[src/rtl/ripple_carry_sub_4bit_pkg.sv]
// Shared width constant and operand type for the 4-bit ripple-borrow subtractor.
package ripple_carry_sub_4bit_pkg;

    localparam int WIDTH = 4;

    typedef logic [WIDTH-1:0] operand_t;

endpackage

[src/rtl/ripple_carry_sub_4bit_full_sub_1bit.sv]
// One-bit full subtractor cell: difference and borrow-out from a - b - bin.
module full_sub_1bit (
    input  logic a,
    input  logic b,
    input  logic bin,
    output logic d,
    output logic bout
);

    assign d    = a ^ b ^ bin;
    // Borrow when b exceeds a outright, or when they are equal and a borrow arrives.
    assign bout = (~a & b) | (~(a ^ b) & bin);

endmodule

[src/rtl/ripple_carry_sub_4bit.sv]
// 4-bit unsigned ripple-borrow subtractor with registered difference and borrow-out.
module ripple_carry_sub_4bit
    import ripple_carry_sub_4bit_pkg::*;
(
    input  logic     clk,
    input  logic     rst,
    input  operand_t a,
    input  operand_t b,
    output operand_t sum,
    output logic     carry
);

    logic [WIDTH:0] borrowChain;
    operand_t       diff;
    operand_t       sum_d;
    operand_t       sum_q;
    logic           carry_d;
    logic           carry_q;

    // Borrow enters at the LSB as zero and ripples upward through each cell.
    assign borrowChain[0] = 1'b0;

    for (genvar i = 0; i < WIDTH; i++) begin : gen_cell
        full_sub_1bit u_cell (
            .a    (a[i]),
            .b    (b[i]),
            .bin  (borrowChain[i]),
            .d    (diff[i]),
            .bout (borrowChain[i+1])
        );
    end

    always_comb begin
        sum_d   = diff;
        carry_d = borrowChain[WIDTH];
    end

    always_ff @(posedge clk) begin
        if (rst) begin
            sum_q   <= '0;
            carry_q <= 1'b0;
        end else begin
            sum_q   <= sum_d;
            carry_q <= carry_d;
        end
    end

    assign sum   = sum_q;
    assign carry = carry_q;

endmodule

[config.mk]
export PLATFORM = sky130hd
export DESIGN_NAME = ripple_carry_sub_4bit
export DESIGN_NICKNAME = d
export VERILOG_FILES = /design/src/rtl/ripple_carry_sub_4bit_pkg.sv /design/src/rtl/ripple_carry_sub_4bit_full_sub_1bit.sv /design/src/rtl/ripple_carry_sub_4bit.sv
export SDC_FILE = /design/constraint.sdc
export NUM_CORES = 1
export LEC_CHECK = 0
export BUFFER_PORTS_ARGS = -buffer_cell sky130_fd_sc_hd__buf_2
export CAP_MARGIN = 20
export CORE_AREA = 2 2 39 41
export DETAILED_ROUTE_END_ITERATION = 16
export DIE_AREA = 0 0 41 43
export GPL_ROUTABILITY_DRIVEN = 1
export SLEW_MARGIN = 10
export SYNTH_ARGS = -nofsm -noshare
export SYNTH_HDL_FRONTEND = slang
export SYNTH_SLANG_ARGS = --single-unit
[constraint.sdc]
create_clock -name clk -period 3.12 [get_ports clk]
set_clock_uncertainty 0.1 [all_clocks]
set_input_delay 0 -clock clk [delete_from_list [all_inputs] [get_ports clk]]
set_output_delay 0 -clock clk [all_outputs]
set_load 0.02 [all_outputs]
==> qor_table.md, run 1 <==
| Group | Result | This run |
|:---|:---|:---|
| cells and area | Most common cell after layout, fill and taps aside | sky130_fd_sc_hd__buf_2 |
| global route | Overflow left after global routing | 0 |
| timing | Setup slack of the critical path after layout | 1.12 ns |
| hold path | Cell count of the worst hold path | 3 |
| timing | Worst max-slew margin expressed relative to the limit | 92.8% |
| setup path | Largest driver fanout on the critical path | 1 |
| detailed routing | Highest routing layer actually used | met3 |
| detailed routing | Overall via count from detail_route | 193 |
| timing | Unrepaired setup endpoints after global routing | no |
| power and ir drop | Sequential power share | 39.8% |
| global route | Vias in the first global route | 198 |
| hold path | Class of the tightest hold or removal check | input port to register |
| power and ir drop | Clock share of power | 39.8% |
| detailed routing | Number of DRC markers in iteration 0 | 0 |
| die | Overall die area | 1760 um2 |
| setup path | Nature of the critical path startpoint | input port |
| detailed routing | Via-per-instance ratio | 3.33 |
| timing | Setup-failing EPs final | 0 |
| cells and area | Count of non-filler cells in the finished layout | 58 |
| detailed routing | DR WL met2 | 243 um |
| detailed routing | Number of search-and-repair iterations in the first detailed-routing pass | 1 |
| clock tree | Clock transition time at the flip-flop clock pins of the worst setup and hold paths | 0.04 ns |
| place | Post-placement worst setup slack | 1.40 ns |
| place | DPL Wire Length | 332 um |
| place | Cell Count Post-Placement | 51 |
| clock tree | Post CTS Setup Buffer Count | 0 |
| timing | Minimum clock period | 2.00 ns |
| timing | Share of the clock period used by the worst path after layout | 64.0% |
| power and ir drop | PD cells | 490 nW/um2 |
| detailed routing | Count of nets left with antenna violations after detail routing | 0 |
| die | Die width | 41 um |
| detailed routing | DRC violations left | 0 |
| detailed routing | Met3 wire length | 43 um |
| power and ir drop | Internal power contribution | 136 uW |
| clock tree | Number of clock sinks | 5 |
| global route | Initial antenna violation count | 0 |
| synth | Yosys synthesis warning count | 0 |
| global route | Largest net degree at the start of global routing | 6 |
| timing | Setup TNS | 0 ns |
| clock tree | Clk buf depth | 2 |
| synth | Number of different library cells in the post-synthesis netlist | 6 |
| flow run | Number of violations of the max-capacitance limit | 0 |
| power and ir drop | Power share of the combinational group | 20.5% |
| power and ir drop | Overall power consumption | 181 uW |
| detailed routing | Wirelength per Cell | 6.76 um |
| die | Count of standard-cell rows | 14 |
| synth | Number of instances in the synthesized netlist | 21 |
| die | Initial Util | 16.1% |
| synth | Syn avg cell area | 10.6 um2 |
| setup path | Worst setup path category | input port to register |
| setup path | Data required time of the worst path | 3.15 ns |
| die | Vertical die dimension | 43 um |
| synth | Number of nets produced by synthesis | 35 |
| synth | Sequential fraction of the synthesis area | 44.9% |
| global route | First-pass GRT wire length | 593 um |
| power and ir drop | Switching part of the total power | 24.7% |
| die | Number of placed I/O pins | 15 |
| timing | Final count of hold timing violations | 0 |
| timing | Final number of max-transition violations | 0 |
| clock tree | Clock root cell | sky130_fd_sc_hd__clkbuf_4 |
| power and ir drop | Leak | 0.000203 uW |
| hold path | Launch instance of the worst min-delay path | a[3] |
| place | Port bufs | 14 |
| synth | Number of synthesized register bits | 5 |
| synth | Total standard cell area after synthesis | 223 um2 |
| cells and area | Number of antenna repair diodes | 0 |
| die | Placeable core area | 1380 um2 |
| power and ir drop | Maximum VDD drop | 0.0000798 V |
| setup path | Arrival time at the worst endpoint | 2.03 ns |
| cells and area | Share of post-route cells with drive strength above 1 | 40.5% |
| setup path | Timing startpoint of the critical path | b[0] |
| timing | Peak Freq | 0.501 GHz |
| power and ir drop | Power spent charging and discharging nets | 44.6 uW |
| timing | Tightest Pin Transition | 0.109 ns |
| setup path | Critical path endpoint category | register |
| detailed routing | Met1 WL | 105 um |
| detailed routing | Total Routed Length | 392 um |
| global route | Global routing usage summed across all routing layers | 5.85% |
| cells and area | Final net count | 57 |
| cells and area | Synth-to-Final Area Change | 65.7% |
| clock tree | Number of H-tree levels | 1 |
| outcome | Outcome | finished clean |
| place | Gpl congestion | 0.730 |
| clock tree | Clock tree from TritonCTS | done |
| clock tree | Number of buffers created by CTS | 3 |
| cells and area | Commonest cells after routing, fill and taps aside | 14 x sky130_fd_sc_hd__buf_2, 7 x sky130_fd_sc_hd__inv_1, 5 x sky130_fd_sc_hd__dfxtp_1 |
[metrics by stage]
| step | area, um2 | hold slack, ns | utilization (%) |
|---|---|---|---|
| floorplan | 223 | -0.0333 | - |
| global placement | 313 | 0.119 | 22.6 |
| detailed placement | 313 | 0.122 | 22.6 |
| CTS | 369 | 0.00430 | 26.7 |
| global route | 369 | 0.0263 | 26.7 |
| finish | 369 | 0.0145 | 26.7 |
[final timing paths]
path / to / slack [ns]
worst max-delay path: sum[3] / 1.12
worst min-delay path: carry / 0.01
[logic make-up (layout without fill, tap and decap cells)]
kind of cell  Yosys count  in the layout  share of synthesized area (%)
fa+ha+maj               4              4                           32.6
buf+inv                 7             28                           11.8
flops                   5              5                           44.9
simple gates            5              5                           10.7
[area by class of cell]
| cell class | count | area, um2 |
|---|---|---|
| fillers | 159 | 1010 |
| flip-flops and latches | 5 | 100 |
| inverters | 7 | 26.3 |
| well taps | 16 | 20.0 |
| repair buffers | 17 | 100 |
| multi-input cells | 9 | 96.3 |
| clock buffers | 4 | 26.3 |
[layer usage]
layer / track usage, % / up-vias
li1: - / 98
met3: 0.524 / 0
met2: 10.3 / 7
met1: 1.96 / 88
met5: 0 / -
met4: 12.0 / 0
[synthesized netlist by cell type (all sizes together)]
cell	n	area, um2
inv	7	26.3
dfxtp	5	100
fa	3	60.1
nor2	3	11.3
nor2b	2	12.5
ha	1	12.5
[worst max-delay path, cell delays in order]
cell	delay (ns)
sky130_fd_sc_hd__dlygate4sd3_1	0.53
sky130_fd_sc_hd__buf_2	0.12
sky130_fd_sc_hd__ha_1	0.17
sky130_fd_sc_hd__inv_1	0.06
sky130_fd_sc_hd__fa_1	0.15
sky130_fd_sc_hd__inv_1	0.05
sky130_fd_sc_hd__fa_1	0.35
sky130_fd_sc_hd__inv_1	0.07
sky130_fd_sc_hd__fa_1	0.39
sky130_fd_sc_hd__nor2b_1	0.13
[flip-flops by register name, summed over array words and instances (netlist names)]
name	cells
carry	1
sum	4
[power groups by stage]
stage               registers (uW)  clock network, uW  logic, uW
floorplan                     82.0                  0       11.0
global placement              72.9                  0       34.2
detailed placement            73.0                  0       35.0
CTS                           71.9               76.8       37.9
global route                  72.3               77.2       43.4
finish                        71.9               71.8       37.0
[what timing repair did]
item,in CTS,in global routing
endpoints found under the hold margin,5,0
hold buffers,3,0
gates resized for setup,0,0
Power figures use the tool's default switching activity.
==> run 2: changes to the inputs <==
--- a/config.mk
+++ b/config.mk
@@ -5,6 +5,7 @@
 export SDC_FILE = /design/constraint.sdc
 export NUM_CORES = 1
 export LEC_CHECK = 0
+export ABC_AREA = 1
 export BUFFER_PORTS_ARGS = -buffer_cell sky130_fd_sc_hd__buf_2
 export CAP_MARGIN = 20
 export CORE_AREA = 2 2 39 41
==> constraint.sdc (replaced) <==
create_clock -name clk -period 1.75 [get_ports clk]
set_clock_uncertainty 0.1 [all_clocks]
set_input_delay 0 -clock clk [delete_from_list [all_inputs] [get_ports clk]]
set_output_delay 0 -clock clk [all_outputs]
set_load 0.02 [all_outputs]
==> qor_table.md, run 2 <==
| Group | Result | This run |
|:---|:---|:---|
| die | Initial Util | 16.3% |
| clock tree | Number of clock sinks | 5 |
| global route | Overflow left after global routing | 0 |
| timing | Worst max-slew margin expressed relative to the limit | 92.7% |
| setup path | Critical-path cell list | dlygate4sd3_1 > buf_2 > fa_1 > inv_1 > fa_1 > inv_1 > nor2_1 |
| power and ir drop | PD cells | 873 nW/um2 |
| die | Die width | 41 um |
| detailed routing | Number of DRC markers in iteration 0 | 0 |
| synth | Most numerous cell types in the synthesized netlist | 9 x sky130_fd_sc_hd__inv_1, 5 x sky130_fd_sc_hd__dfxtp_1, 5 x sky130_fd_sc_hd__nor2_1 |
| place | Cell Count Post-Placement | 53 |
| cells and area | Number of antenna repair diodes | 0 |
| die | Overall die area | 1760 um2 |
| clock tree | Clock transition time at the flip-flop clock pins of the worst setup and hold paths | 0.04 ns |
| synth | Total standard cell area after synthesis | 225 um2 |
| clock tree | Clock root cell | sky130_fd_sc_hd__clkbuf_4 |
| setup path | Slowest cell on the critical path | sky130_fd_sc_hd__dlygate4sd3_1 |
| setup path | Data required time of the worst path | 1.78 ns |
| timing | Setup TNS | 0 ns |
| setup path | Buf+Inv Stages, Crit Path | 4 |
| cells and area | Count of non-filler cells in the finished layout | 60 |
| cells and area | Most common cell after layout, fill and taps aside | sky130_fd_sc_hd__buf_2 |
| global route | Vias in the first global route | 185 |
| cells and area | Number of fillers in the final layout | 164 |
| synth | Async set or reset register ratio after synthesis | 0% |
| power and ir drop | Leak | 0.000213 uW |
| die | Placeable core area | 1380 um2 |
| detailed routing | Overall via count from detail_route | 198 |
| cells and area | Final net count | 59 |
| detailed routing | DRC violations left | 0 |
| timing | Peak Freq | 0.637 GHz |
| setup path | Top cell family by delay on the critical path | buffers and inverters |
| synth | Yosys synthesis warning count | 0 |
| cells and area | Commonest cells after routing, fill and taps aside | 14 x sky130_fd_sc_hd__buf_2, 9 x sky130_fd_sc_hd__inv_1, 5 x sky130_fd_sc_hd__nor2_1, 5 x sky130_fd_sc_hd__dfxtp_1 |
| synth | Largest area contributor in the synthesized netlist | sky130_fd_sc_hd__dfxtp_1 |
| power and ir drop | Maximum VDD drop | 0.000165 V |
| detailed routing | Total Routed Length | 374 um |
| detailed routing | Via-per-instance ratio | 3.30 |
| synth | Sequential fraction of the synthesis area | 44.4% |
| clock tree | Cells resized by post-CTS repair | 0 |
| setup path | Largest driver fanout on the critical path | 1 |
| synth | Number of nets produced by synthesis | 37 |
| clock tree | Post-CTS Hold Buffers | 3 |
| clock tree | Clk buf depth | 2 |
| timing | Final number of max-transition violations | 0 |
| global route | Largest net degree at the start of global routing | 6 |
| die | Number of placed I/O pins | 15 |
| global route | Initial antenna violation count | 0 |
| place | DPL Wire Length | 312 um |
| synth | Number of instances in the synthesized netlist | 23 |
| synth | Fraction of synthesized cell area taken by the top area cell type | 44.4% |
| outcome | Outcome | finished clean |
| place | Port bufs | 14 |
| timing | Minimum clock period | 1.57 ns |
| setup path | Worst setup path category | input port to register |
| setup path | Peak per-stage delay on the critical path | 0.53 ns |
| synth | Ys flop type | sky130_fd_sc_hd__dfxtp_1 |
| detailed routing | Number of search-and-repair iterations in the first detailed-routing pass | 1 |
| detailed routing | Count of nets left with antenna violations after detail routing | 0 |
| die | Vertical die dimension | 43 um |
| synth | Syn avg cell area | 9.79 um2 |
| clock tree | Post CTS Setup Buffer Count | 0 |
| timing | Share of the clock period used by the worst path after layout | 89.6% |
| synth | Top post-synthesis cells by area | sky130_fd_sc_hd__dfxtp_1 44%, sky130_fd_sc_hd__fa_1 27%, sky130_fd_sc_hd__inv_1 15% |
| place | Gpl congestion | 0.703 |
| flow run | Number of violations of the max-capacitance limit | 0 |
| synth | Most instantiated library cell after synthesis | sky130_fd_sc_hd__inv_1 |
| global route | Global routing usage summed across all routing layers | 5.45% |
| synth | Number of synthesized flops with an enable pin | 0 |
| detailed routing | Wirelength per Cell | 6.23 um |
| cells and area | Number of flip-flops under the largest register name | 4 |
| global route | First-pass GRT wire length | 545 um |
| cells and area | Synth-to-Final Area Change | 65.0% |
| setup path | Critical path endpoint category | register |
| timing | Final count of hold timing violations | 0 |
| timing | Unrepaired setup endpoints after global routing | no |
| hold path | Class of the tightest hold or removal check | input port to register |
| cells and area | Share of post-route cells with drive strength above 1 | 38.6% |
| setup path | Nature of the critical path startpoint | input port |
| clock tree | Number of buffers created by CTS | 3 |
| synth | Number of synthesized register bits | 5 |
| synth | Number of different library cells in the post-synthesis netlist | 5 |
| clock tree | Number of H-tree levels | 1 |
| clock tree | Clock tree from TritonCTS | done |
| timing | Setup-failing EPs final | 0 |
| setup path | Arrival time at the worst endpoint | 1.60 ns |
| die | Count of standard-cell rows | 14 |
| timing | Tightest Pin Transition | 0.110 ns |
run 2: cell count changes after synthesis, sizes merged:
cell and change:
nor2b -2, nor2 +2, inv +2
run 2: power breakdown:
| part | leakage (uW) | internal, uW | switching [uW] |
|---|---|---|---|
| clock network | 0.0000150 | 85.8 | 41.5 |
| logic | 0.000157 | 31.4 | 37.5 |
| registers | 0.0000417 | 126 | 2.20 |
| total | 0.000213 | 243 | 81.1 |
run 2: final timing paths:
check | end | from | slack [ns] | cells after the start
setup / recovery | sum[3] | b[2] | 0.18 | 7
hold / removal | carry | a[3] | 0.01 | 3
run 2: stage by stage:
stage / util [%] / instance area [um2] / hold slack [ns] / setup slack, ns / power (uW)
finish: 26.9 / 372 / 0.0119 / 0.181 / 324
global route: 26.9 / 372 / 0.0275 / 0.118 / 346
CTS: 26.9 / 372 / 0.00682 / 0.185 / 334
detailed placement: 22.8 / 315 / 0.118 / 0.0495 / 194
global placement: 22.8 / 315 / 0.118 / 0.0743 / 193
floorplan: - / 225 / -0.0333 / 0.214 / 167
run 2: layer usage:
layer	vias to the layer above	part of all wire (%)	wire [um]	track usage, %
met2	7	58	217	8.13
met4	0	0	0	12.0
met5	-	0	0	0
met1	89	32	121	3.27
met3	0	9.4	35	0
li1	102	-	-	-
run 2: cell type report:
| cell class | count | area [um2] | area share [%] |
|---|---|---|---|
| Sequential cell | 5 | 100 | 26.9 |
| Inverter | 9 | 33.8 | 9.09 |
| Multi-Input combinational cell | 9 | 91.3 | 24.6 |
| Tap cell | 16 | 20.0 | 5.39 |
| Timing Repair Buffer | 17 | 100 | 26.9 |
| Clock buffer | 4 | 26.3 | 7.07 |
run 2: worst min-delay path: cells and delay by family:
family,cells,cell delay (ns)
buffers and inverters,1,0.09
adder cells (fa/ha/maj),1,0.17
AND/OR/NAND/NOR,1,0.04
run 2: cell families (layout without fill, tap and decap cells):
| family | after synthesis | in the layout | share of synthesized area [%] |
|---|---|---|---|
| simple gates | 5 | 5 | 8.33 |
| fa+ha+maj | 4 | 4 | 32.2 |
| buf+inv | 9 | 30 | 15.0 |
| flops | 5 | 5 | 44.4 |
